**src/rtl/mc_main_ctrl.sv**
```systemverilog
// ---------------------------------------------------------------------------
// mc_main_ctrl
//
// Main control FSM for a multicycle MIPS datapath. Every instruction is
// sequenced through fetch / decode / execute / memory / write-back steps.
// The block drives the datapath mux selects and write strobes and produces
// the 2-bit ALU operation code for the ALU control decoder. The mem_ready
// handshake stretches FETCH, MEM_READ and MEM_WRITE over wait states.
//
// Ports:
//   clk            rising-edge clock
//   rst_n          synchronous active-low reset
//   opcode[5:0]    IR[31:26], only looked at in DECODE
//   func[5:0]      IR[5:0],   only looked at in DECODE
//   mem_ready      memory accepted/completed the current access this cycle
//   pc_write       unconditional PC load
//   pc_write_cond  PC load if ALU zero
//   iord           memory address select (0 PC, 1 ALUOut)
//   mem_read       memory read request
//   mem_write      memory write request
//   ir_write       instruction register load
//   mem_to_reg     write-back data select (0 ALUOut, 1 MDR)
//   reg_dst        destination select (0 rt, 1 rd)
//   reg_write      register file write
//   alu_src_a      ALU A select (0 PC, 1 register A)
//   alu_src_b[1:0] ALU B select (B, 4, imm, imm<<2)
//   alu_op[1:0]    00 add, 01 subtract, 10 use func
//   pc_source[1:0] ALU result, ALUOut, jump target, register A
//   illegal_op     one-cycle pulse on an unrecognised opcode
//   state[3:0]     current state, for debug
// ---------------------------------------------------------------------------
module mc_main_ctrl (
    input  logic       clk,
    input  logic       rst_n,
    input  logic [5:0] opcode,
    input  logic [5:0] func,
    input  logic       mem_ready,
    output logic       pc_write,
    output logic       pc_write_cond,
    output logic       iord,
    output logic       mem_read,
    output logic       mem_write,
    output logic       ir_write,
    output logic       mem_to_reg,
    output logic       reg_dst,
    output logic       reg_write,
    output logic       alu_src_a,
    output logic [1:0] alu_src_b,
    output logic [1:0] alu_op,
    output logic [1:0] pc_source,
    output logic       illegal_op,
    output logic [3:0] state
);

    localparam logic [5:0] OP_R    = 6'b000000;
    localparam logic [5:0] OP_LW   = 6'b100011;
    localparam logic [5:0] OP_SW   = 6'b101011;
    localparam logic [5:0] OP_BEQ  = 6'b000100;
    localparam logic [5:0] OP_J    = 6'b000010;
    localparam logic [5:0] OP_ADDI = 6'b001000;
    localparam logic [5:0] FN_JR   = 6'b001000;

    typedef enum logic [3:0] {
        S_FETCH     = 4'd0,
        S_DECODE    = 4'd1,
        S_MEM_ADDR  = 4'd2,
        S_MEM_READ  = 4'd3,
        S_MEM_WB    = 4'd4,
        S_MEM_WRITE = 4'd5,
        S_R_EXEC    = 4'd6,
        S_R_WB      = 4'd7,
        S_BRANCH    = 4'd8,
        S_JUMP      = 4'd9,
        S_JR        = 4'd10,
        S_ADDI_EXEC = 4'd11,
        S_ADDI_WB   = 4'd12
    } state_t;

    state_t r_state;
    state_t w_state_next;
    // Load/store direction captured in DECODE so MEM_ADDR does not depend on
    // opcode still being stable later in the instruction.
    logic   r_is_store;

    always_ff @(posedge clk) begin
        if (!rst_n) begin
            r_state    <= S_FETCH;
            r_is_store <= 1'b0;
        end else begin
            r_state <= w_state_next;
            if (r_state == S_DECODE) begin
                r_is_store <= (opcode == OP_SW);
            end
        end
    end

    always_comb begin
        w_state_next  = r_state;
        pc_write      = 1'b0;
        pc_write_cond = 1'b0;
        iord          = 1'b0;
        mem_read      = 1'b0;
        mem_write     = 1'b0;
        ir_write      = 1'b0;
        mem_to_reg    = 1'b0;
        reg_dst       = 1'b0;
        reg_write     = 1'b0;
        alu_src_a     = 1'b0;
        alu_src_b     = 2'b00;
        alu_op        = 2'b00;
        pc_source     = 2'b00;
        illegal_op    = 1'b0;
        state         = r_state;

        case (r_state)
            S_FETCH: begin
                mem_read  = 1'b1;
                alu_src_b = 2'b01;
                // IR load and PC+4 commit only once the fetch completes.
                if (mem_ready) begin
                    ir_write     = 1'b1;
                    pc_write     = 1'b1;
                    w_state_next = S_DECODE;
                end
            end
            S_DECODE: begin
                alu_src_b = 2'b11;   // branch target precompute
                case (opcode)
                    OP_LW, OP_SW: w_state_next = S_MEM_ADDR;
                    OP_R:         w_state_next = (func == FN_JR) ? S_JR : S_R_EXEC;
                    OP_BEQ:       w_state_next = S_BRANCH;
                    OP_J:         w_state_next = S_JUMP;
                    OP_ADDI:      w_state_next = S_ADDI_EXEC;
                    default: begin
                        illegal_op   = 1'b1;
                        w_state_next = S_FETCH;
                    end
                endcase
            end
            S_MEM_ADDR: begin
                alu_src_a    = 1'b1;
                alu_src_b    = 2'b10;
                w_state_next = r_is_store ? S_MEM_WRITE : S_MEM_READ;
            end
            S_MEM_READ: begin
                mem_read = 1'b1;
                iord     = 1'b1;
                if (mem_ready) begin
                    w_state_next = S_MEM_WB;
                end
            end
            S_MEM_WB: begin
                reg_write    = 1'b1;
                mem_to_reg   = 1'b1;
                w_state_next = S_FETCH;
            end
            S_MEM_WRITE: begin
                mem_write = 1'b1;
                iord      = 1'b1;
                if (mem_ready) begin
                    w_state_next = S_FETCH;
                end
            end
            S_R_EXEC: begin
                alu_src_a    = 1'b1;
                alu_op       = 2'b10;
                w_state_next = S_R_WB;
            end
            S_R_WB: begin
                reg_write    = 1'b1;
                reg_dst      = 1'b1;
                w_state_next = S_FETCH;
            end
            S_BRANCH: begin
                alu_src_a     = 1'b1;
                alu_op        = 2'b01;
                pc_write_cond = 1'b1;
                pc_source     = 2'b01;
                w_state_next  = S_FETCH;
            end
            S_JUMP: begin
                pc_write     = 1'b1;
                pc_source    = 2'b10;
                w_state_next = S_FETCH;
            end
            S_JR: begin
                pc_write     = 1'b1;
                pc_source    = 2'b11;
                w_state_next = S_FETCH;
            end
            S_ADDI_EXEC: begin
                alu_src_a    = 1'b1;
                alu_src_b    = 2'b10;
                w_state_next = S_ADDI_WB;
            end
            S_ADDI_WB: begin
                reg_write    = 1'b1;
                w_state_next = S_FETCH;
            end
            default: begin
                w_state_next = S_FETCH;
            end
        endcase

        // While reset is held every output is forced low immediately, so a
        // pending memory request is dropped in the same cycle reset appears.
        if (!rst_n) begin
            pc_write      = 1'b0;
            pc_write_cond = 1'b0;
            iord          = 1'b0;
            mem_read      = 1'b0;
            mem_write     = 1'b0;
            ir_write      = 1'b0;
            mem_to_reg    = 1'b0;
            reg_dst       = 1'b0;
            reg_write     = 1'b0;
            alu_src_a     = 1'b0;
            alu_src_b     = 2'b00;
            alu_op        = 2'b00;
            pc_source     = 2'b00;
            illegal_op    = 1'b0;
            state         = 4'd0;
        end
    end

endmodule
```
**config.mk**
```make
export PLATFORM = sky130hd
export DESIGN_NAME = mc_main_ctrl
export DESIGN_NICKNAME = d
export VERILOG_FILES = /design/src/rtl/mc_main_ctrl.sv
export SDC_FILE = /design/constraint.sdc
export NUM_CORES = 1
export LEC_CHECK = 0
export ABC_AREA = 1
export CAP_MARGIN = 20
export CELL_PAD_IN_SITES_DETAIL_PLACEMENT = 0
export CELL_PAD_IN_SITES_GLOBAL_PLACEMENT = 1
export CORE_UTILIZATION = 30
export CTS_CLUSTER_DIAMETER = 80
export DETAILED_ROUTE_END_ITERATION = 6
export DONT_BUFFER_PORTS = 1
export GPL_TIMING_DRIVEN = 0
export PLACE_DENSITY = 0.71
export SETUP_SLACK_MARGIN = 0.5
export SLEW_MARGIN = 20
export SYNTH_ARGS = -nofsm -noshare
export SYNTH_HDL_FRONTEND = slang
export SYNTH_SLANG_ARGS = --single-unit
```
**constraint.sdc**
```tcl
create_clock -name clk -period 1.7 [get_ports clk]
set_input_delay 0.34 -clock clk [delete_from_list [all_inputs] [get_ports clk]]
set_output_delay 0.34 -clock clk [all_outputs]
set_load 0.05 [all_outputs]
```
==> key figures, run 1 <==
Detailed routing
  • DRT antenna net count: 0
  • 1st-iter DRT viols: 9
  • # DRC: 0
  • WL final: 2.096 mm
  • Avg WL per Cell: 12.63 um
  • Vias per cell: 4.922
  • TritonRoute pass-1 iters: 4
  • Vias: between 800 and 900

Global route
  • All-Layer GR Usage: 18.41%
  • Vias in the first global route: 675
  • Pin count of the biggest net entering global routing: 11
  • First-pass GRT wire length: 2.870 mm
  • Initial antenna violation count: 0
  • Total gr overflow: 0

Power
  • Clk pwr share: 21.6%
  • Switching part of the total: 46.61%
  • Net load switching power: approximately 0.28 mW
  • Int Power: roughly 0.33 mW
  • Reg power frac: a little under a quarter
  • Peak VDD IR: 439.6 uV
  • Tot Pwr: ~0.61 mW
  • Leak: 0.5096 nW
  • Pwr Density: 522.2 nW/um2
  • Combinational power share: 55.4%

Yosys
  • Synth Instances: 122
  • Synth warnings: 0
  • Syn_nets: 137
  • Average cell area after synthesis: about 5.1 um2
  • Yosys cell types: 20
  • Synth Register Bits: 5
  • Post-synth top area cell: nand2_1
  • Post-synth top area share: just over 20%
  • Cell area after synthesis: 620.6 um2
  • Area contributors post-synth: nand2_1 21%, dfxtp_1 16%, nor2_1 13%
  • Sequential area share after synthesis: 16.13%

Critical path
  • Type of the worst setup path: reg -> out
  • Required time worst endpoint: 1.36 ns
  • CP Capture Type: primary output
  • Crit Path Max Fanout: 5
  • Startpoint types: flop
  • R2R setup slack: 0.32 ns
  • CP arrival: approximately 1.5 ns

Place
  • Post-DP HPWL: 1.514 mm
  • I/O Buffers: 0
  • Setup WS pre-CTS: -0.08382 ns
  • # placed instances: 149
  • Routability cong.: a little under 0.9

CTS
  • Max Buffers Root-to-Sink: 2
  • Htree depth: 1
  • CTS tree: yes
  • TritonCTS Buffers: 3
  • Clk Latency, worst-skew pair: about 0.23 ns
  • CTS Root Cell: clkbuf_4
  • Post-CTS Hold Buffers: 0
  • CTS Sinks: 5
  • Clock Pin Slew Worst Setup and Hold Paths: around 0.04 ns

Die
  • Initial core utilization: around a third
  • Die height: between 40 and 50 um
  • Num rows: 16
  • Core area: 1962 um2
  • Chip width: 47.48 um
  • Die ar.: 2254 um2
  • Ports: 36

STA
  • Setup TNS: -0.9356 ns
  • Final Cycle Share: 108.2%
  • RSZ-0062 raised after global routing: true
  • Min cycle time layout: 1.840 ns
  • Slew @ Worst Pin: 0.7439 ns
  • Relative slew slack: 50.04%
  • Final Setup Violations: 11
  • Final Worst Setup Slack: -0.1397 ns
  • Skew final: 0.0002714 ns
  • Slew Limit Fails: 0
  • Hold Vio Cnt, Final: 0
  • Fmax: 543.6 MHz

Status
  • Status: finished, violations left
  • Failing checks: negative setup slack

Final layout
  • Share of post-route cells with drive strength above 1: 55.40%
  • Syn-to-layout area delta: 88.51%
  • Antenna Cells: 0
  • Nets: 155
  • Fillcell total: 198
  • Sequential Area: 115.1 um2
  • Multi-input logic area: 732.0 um2
  • Fin cells: 166

Job
  • Max-cap violations: 0

Min path
  • Hold Path Class: in -> reg
[worst max-delay path, stage by stage, from the launching register on]
cell and delay (ns):
dfxtp_4 0.36, buf_6 0.12, nor2_4 0.21, buf_6 0.14
o21ai_4 0.06, a21oi_4 0.36
[path summary, 6_finish.rpt]
kind,start,end,cells after the start
min,opcode[2],r_is_store,3
max,r_state[0],pc_write,5
min reg2reg,r_is_store,r_is_store,2
max reg2reg,r_state[0],r_state[0],9
[final cells by class]
type	instances	area share, %
plain buffers	2	3.850
clock buffers	4	2.246
inverters	22	9.305
multi-input cells	93	62.57
flip-flops and latches	5	9.840
well taps	27	2.888
repair buffers	13	9.305
[cells by family (layout without fill, tap and decap cells)]
group	Yosys count	after routing	share of synthesized area (%)
and+or+nand+nor	81	81	58.87
buffers and inverters	24	41	14.71
AOI/OAI and AO/OA	12	12	10.28
DFF	5	5	16.13
[placed cells by master (no fill, tap or decap), drive strengths merged]
cell / instances
o22ai: 1
o21ai: 5
a31oi: 2
buf: 14
a21oi: 4
inv: 17
dfxtp: 5
clkinvlp: 5
and2: 1
nor3: 3
nor2: 28
clkbuf: 5
nand2: 38
nand3: 9
nor4: 2
[synthesized netlist by cell type]
cell       n
a21oi_1    4
a31oi_1    2
and2_4     1
buf_2      1
clkbuf_1   1
dfxtp_1    5
inv_1     18
inv_2      4
nand2_1   34
nand2_2    4
nand3_1    9
nor2_1    22
nor2_2     5
nor2_4     1
nor3_1     3
nor4_1     1
nor4_2     1
o21ai_0    1
o21ai_1    4
o22ai_1    1
[through the flow]
| stage | hold slack, ns | utilization (%) | instance area [um2] |
|---|---|---|---|
| 2_1_floorplan | 0.4917 | - | 853.3 |
| 3_3_place_gp | 0.5123 | 45.22 | 887.1 |
| 3_5_place_dp | 0.5074 | 45.22 | 887.1 |
| 4_1_cts | 0.2984 | 54.91 | 1077 |
| 5_1_grt | 0.3065 | 59.63 | 1170 |
| 6_report | 0.3061 | 59.63 | 1170 |
[what timing repair did]
action                                 in CTS  in global routing
resized for setup                          29                 13
gates cloned                                0                  0
setup endpoints to repair                  24                 24
pin swaps                                  18                 14
buffers inserted                            7                  6
endpoints found under the hold margin       0                  0
[power groups by stage]
stage	combinational [mW]	sequential (mW)	clock, mW
final	0.338	0.141	0.132
after global routing	0.359	0.142	0.148
after floorplan	0.230	0.144	0
after CTS	0.312	0.138	0.141
after global placement	0.252	0.147	0
after detailed placement	0.254	0.148	0
[sequential cells by signal (all words and copies together), names as in the netlist]
name        cells
r_state         4
r_is_store      1
[per-layer routing]
layer / vias to the layer above / GRT usage [%] / part of all wire [%]
li1: 413 / - / -
met1: 365 / 24.94 / 44
met2: 35 / 29.04 / 50
met3: 4 / 3.396 / 4.3
met4: 0 / 6.857 / 1.5
met5: - / 0 / 0
(Power assumes the default switching activity.)
==> inputs of run 2 (changes only) <==
--- a/config.mk
+++ b/config.mk
@@ -6,7 +6,6 @@
 export NUM_CORES = 1
 export LEC_CHECK = 0
 export ABC_AREA = 1
-export CAP_MARGIN = 20
 export CELL_PAD_IN_SITES_DETAIL_PLACEMENT = 0
 export CELL_PAD_IN_SITES_GLOBAL_PLACEMENT = 1
 export CORE_UTILIZATION = 30
@@ -16,6 +15,7 @@
 export GPL_TIMING_DRIVEN = 0
 export PLACE_DENSITY = 0.71
 export SETUP_SLACK_MARGIN = 0.5
+export SKIP_LAST_GASP = 1
 export SLEW_MARGIN = 20
 export SYNTH_ARGS = -nofsm -noshare
 export SYNTH_HDL_FRONTEND = slang
==> run 2 against run 1 <==
Net effect:
- sequential share of layout area increased by 0.085 points
- non-clock buffer count unchanged
- cell count unchanged
- total power decreased by 0.53%
- flip-flop and latch count unchanged
- global-route usage unchanged
- worst setup slack improved by 0.0024 ns
- the flow still finishes with violations (negative setup slack)
- largest power group unchanged
- critical endpoint is now alu_src_b[1]
==> key figures, run 2 (synthesized netlist as in run 1, its figures left out) <==
Global route
  • Total gr overflow: 0
  • Pin count of the biggest net entering global routing: 11
  • First-pass GRT wire length: approximately 2.9 mm
  • Vias in the first global route: 675
  • All-Layer GR Usage: 18.41%
  • Initial antenna violation count: 0

Place
  • I/O Buffers: 0
  • Setup WS pre-CTS: -0.08382 ns
  • Routability cong.: a little under 0.9
  • Area after DPL: 887.1 um2
  • Post-DP HPWL: around 1.5 mm

CTS
  • Post-CTS Hold Buffers: 0
  • Max Buffers Root-to-Sink: 2
  • Clock Pin Slew Worst Setup and Hold Paths: roughly 0.04 ns
  • CTS Root Cell: clkbuf_4
  • Htree depth: 1
  • Clk Latency, worst-skew pair: 0.24 ns
  • TritonCTS Buffers: 3
  • CTS Sinks: 5
  • CTS tree: yes

Critical path
  • Required time worst endpoint: about 1.4 ns
  • Crit Path Max Fanout: 5
  • CP peak stage delay: ~0.43 ns
  • Slowest-stage cell, CP: a31oi_4
  • Startpoint types: flop
  • CP arrival: around 1.5 ns
  • Cell Chain, Critical Path: buf_4 -> nor2_4 -> nand2_1 -> a31oi_4
  • CP Capture Type: primary output
  • Type of the worst setup path: reg -> out

Detailed routing
  • Vias: 812
  • Vias per cell: 4.892
  • Avg WL per Cell: 12.46 um
  • DRT antenna net count: 0
  • 1st-iter DRT viols: 10
  • # DRC: 0
  • TritonRoute pass-1 iters: 4
  • WL final: 2.068 mm

Final layout
  • Biggest regs: r_state (4), r_is_store (1)
  • Final non-filler cell area: 1160 um2
  • Most common cell after layout, fill and taps aside: nand2_1
  • Nets: ~160
  • Syn-to-layout area delta: 86.89%
  • Most frequent cells in the layout: 22 x nand2_1, 13 x nor2_4, 13 x nor2_1, 12 x inv_1, 12 x buf_4
  • Antenna Cells: 0
  • Largest register FFs: 4
  • Share of post-route cells with drive strength above 1: 54.68%
  • Biggest register: r_state

STA
  • Final Worst Setup Slack: -0.1373 ns
  • Min cycle time layout: around 1.8 ns
  • Relative slew slack: between 40% and 50%
  • Slew Limit Fails: 0
  • Fmax: approximately 540 MHz
  • Final Cycle Share: 108.1%
  • Setup TNS: -0.9032 ns
  • Hold Vio Cnt, Final: 0
  • Final Setup Violations: 11
  • Slew @ Worst Pin: ~0.75 ns
  • Skew final: 0.0006362 ns
  • RSZ-0062 raised after global routing: true

Power
  • Peak VDD IR: 430.5 uV
  • Tot Pwr: 0.6077 mW
  • Pwr Density: 523.9 nW/um2
  • Leak: 0.5064 nW

Die
  • Die height: 47.48 um
  • Ports: 36
  • Core area: 1962 um2
  • Initial core utilization: 31.63%
  • Die ar.: 2254 um2
  • Chip width: 47.48 um
  • Num rows: 16

Status
  • Failing checks: negative setup slack
  • Status: finished, violations left

Job
  • Max-cap violations: 0

Min path
  • Hold Path Class: in -> reg
-- run 2: layout make-up --
class / instances / area (um2)
fill: 200 / 802.0
multi-input combinational: 93 / 729.5
sequential: 5 / 115.1
inverter: 22 / 108.9
timing repair buffer: 13 / 101.3
buffer: 2 / 45.04
tap: 27 / 33.78
clock buffer: 4 / 26.28
-- run 2: per-layer routing --
metal / GRT usage, % / wire [um]
met5: 0 / 0
met4: 6.857 / 0
met1: 24.94 / 912
met2: 29.04 / 1072
met3: 3.396 / 83
-- run 2: critical path, delay by kind of cell, from the launching register on --
family | cells | cell delay [ns]
DFF | 1 | 0.36
AOI/OAI and AO/OA | 1 | 0.43
buffers and inverters | 1 | 0.14
and+or+nand+nor | 2 | 0.32
-- run 2: where the power goes --
group / leakage [nW] / internal, mW / switching [mW]
registers: 0.0437 / 0.126 / 0.0139
clock network: 0.0150 / 0.0884 / 0.0438
logic: 0.448 / 0.110 / 0.226
-- run 2: path summary, 6_finish.rpt --
kind | start | endpoint | slack (ns) | cells after the start
max | r_state[0] | alu_src_b[1] | -0.14 | 4
min | opcode[2] | r_is_store | 0.31 | 3
max reg2reg | r_state[0] | r_state[0] | 0.37 | 9
min reg2reg | r_is_store | r_is_store | 0.52 | 2
-- run 2: repair_timing --
item,in CTS,in global routing
pin swaps,17,14
endpoints found under the setup margin,24,24
resized for setup,29,10
buffers inserted,7,6
-- run 2: stage by stage --
step	std cells	hold slack (ns)	util, %
2_1_floorplan	122	0.4917	-
3_3_place_gp	149	0.5123	45.22
3_5_place_dp	149	0.5074	45.22
4_1_cts	160	0.2984	54.91
5_1_grt	166	0.3065	59.12
6_report	166	0.3061	59.12
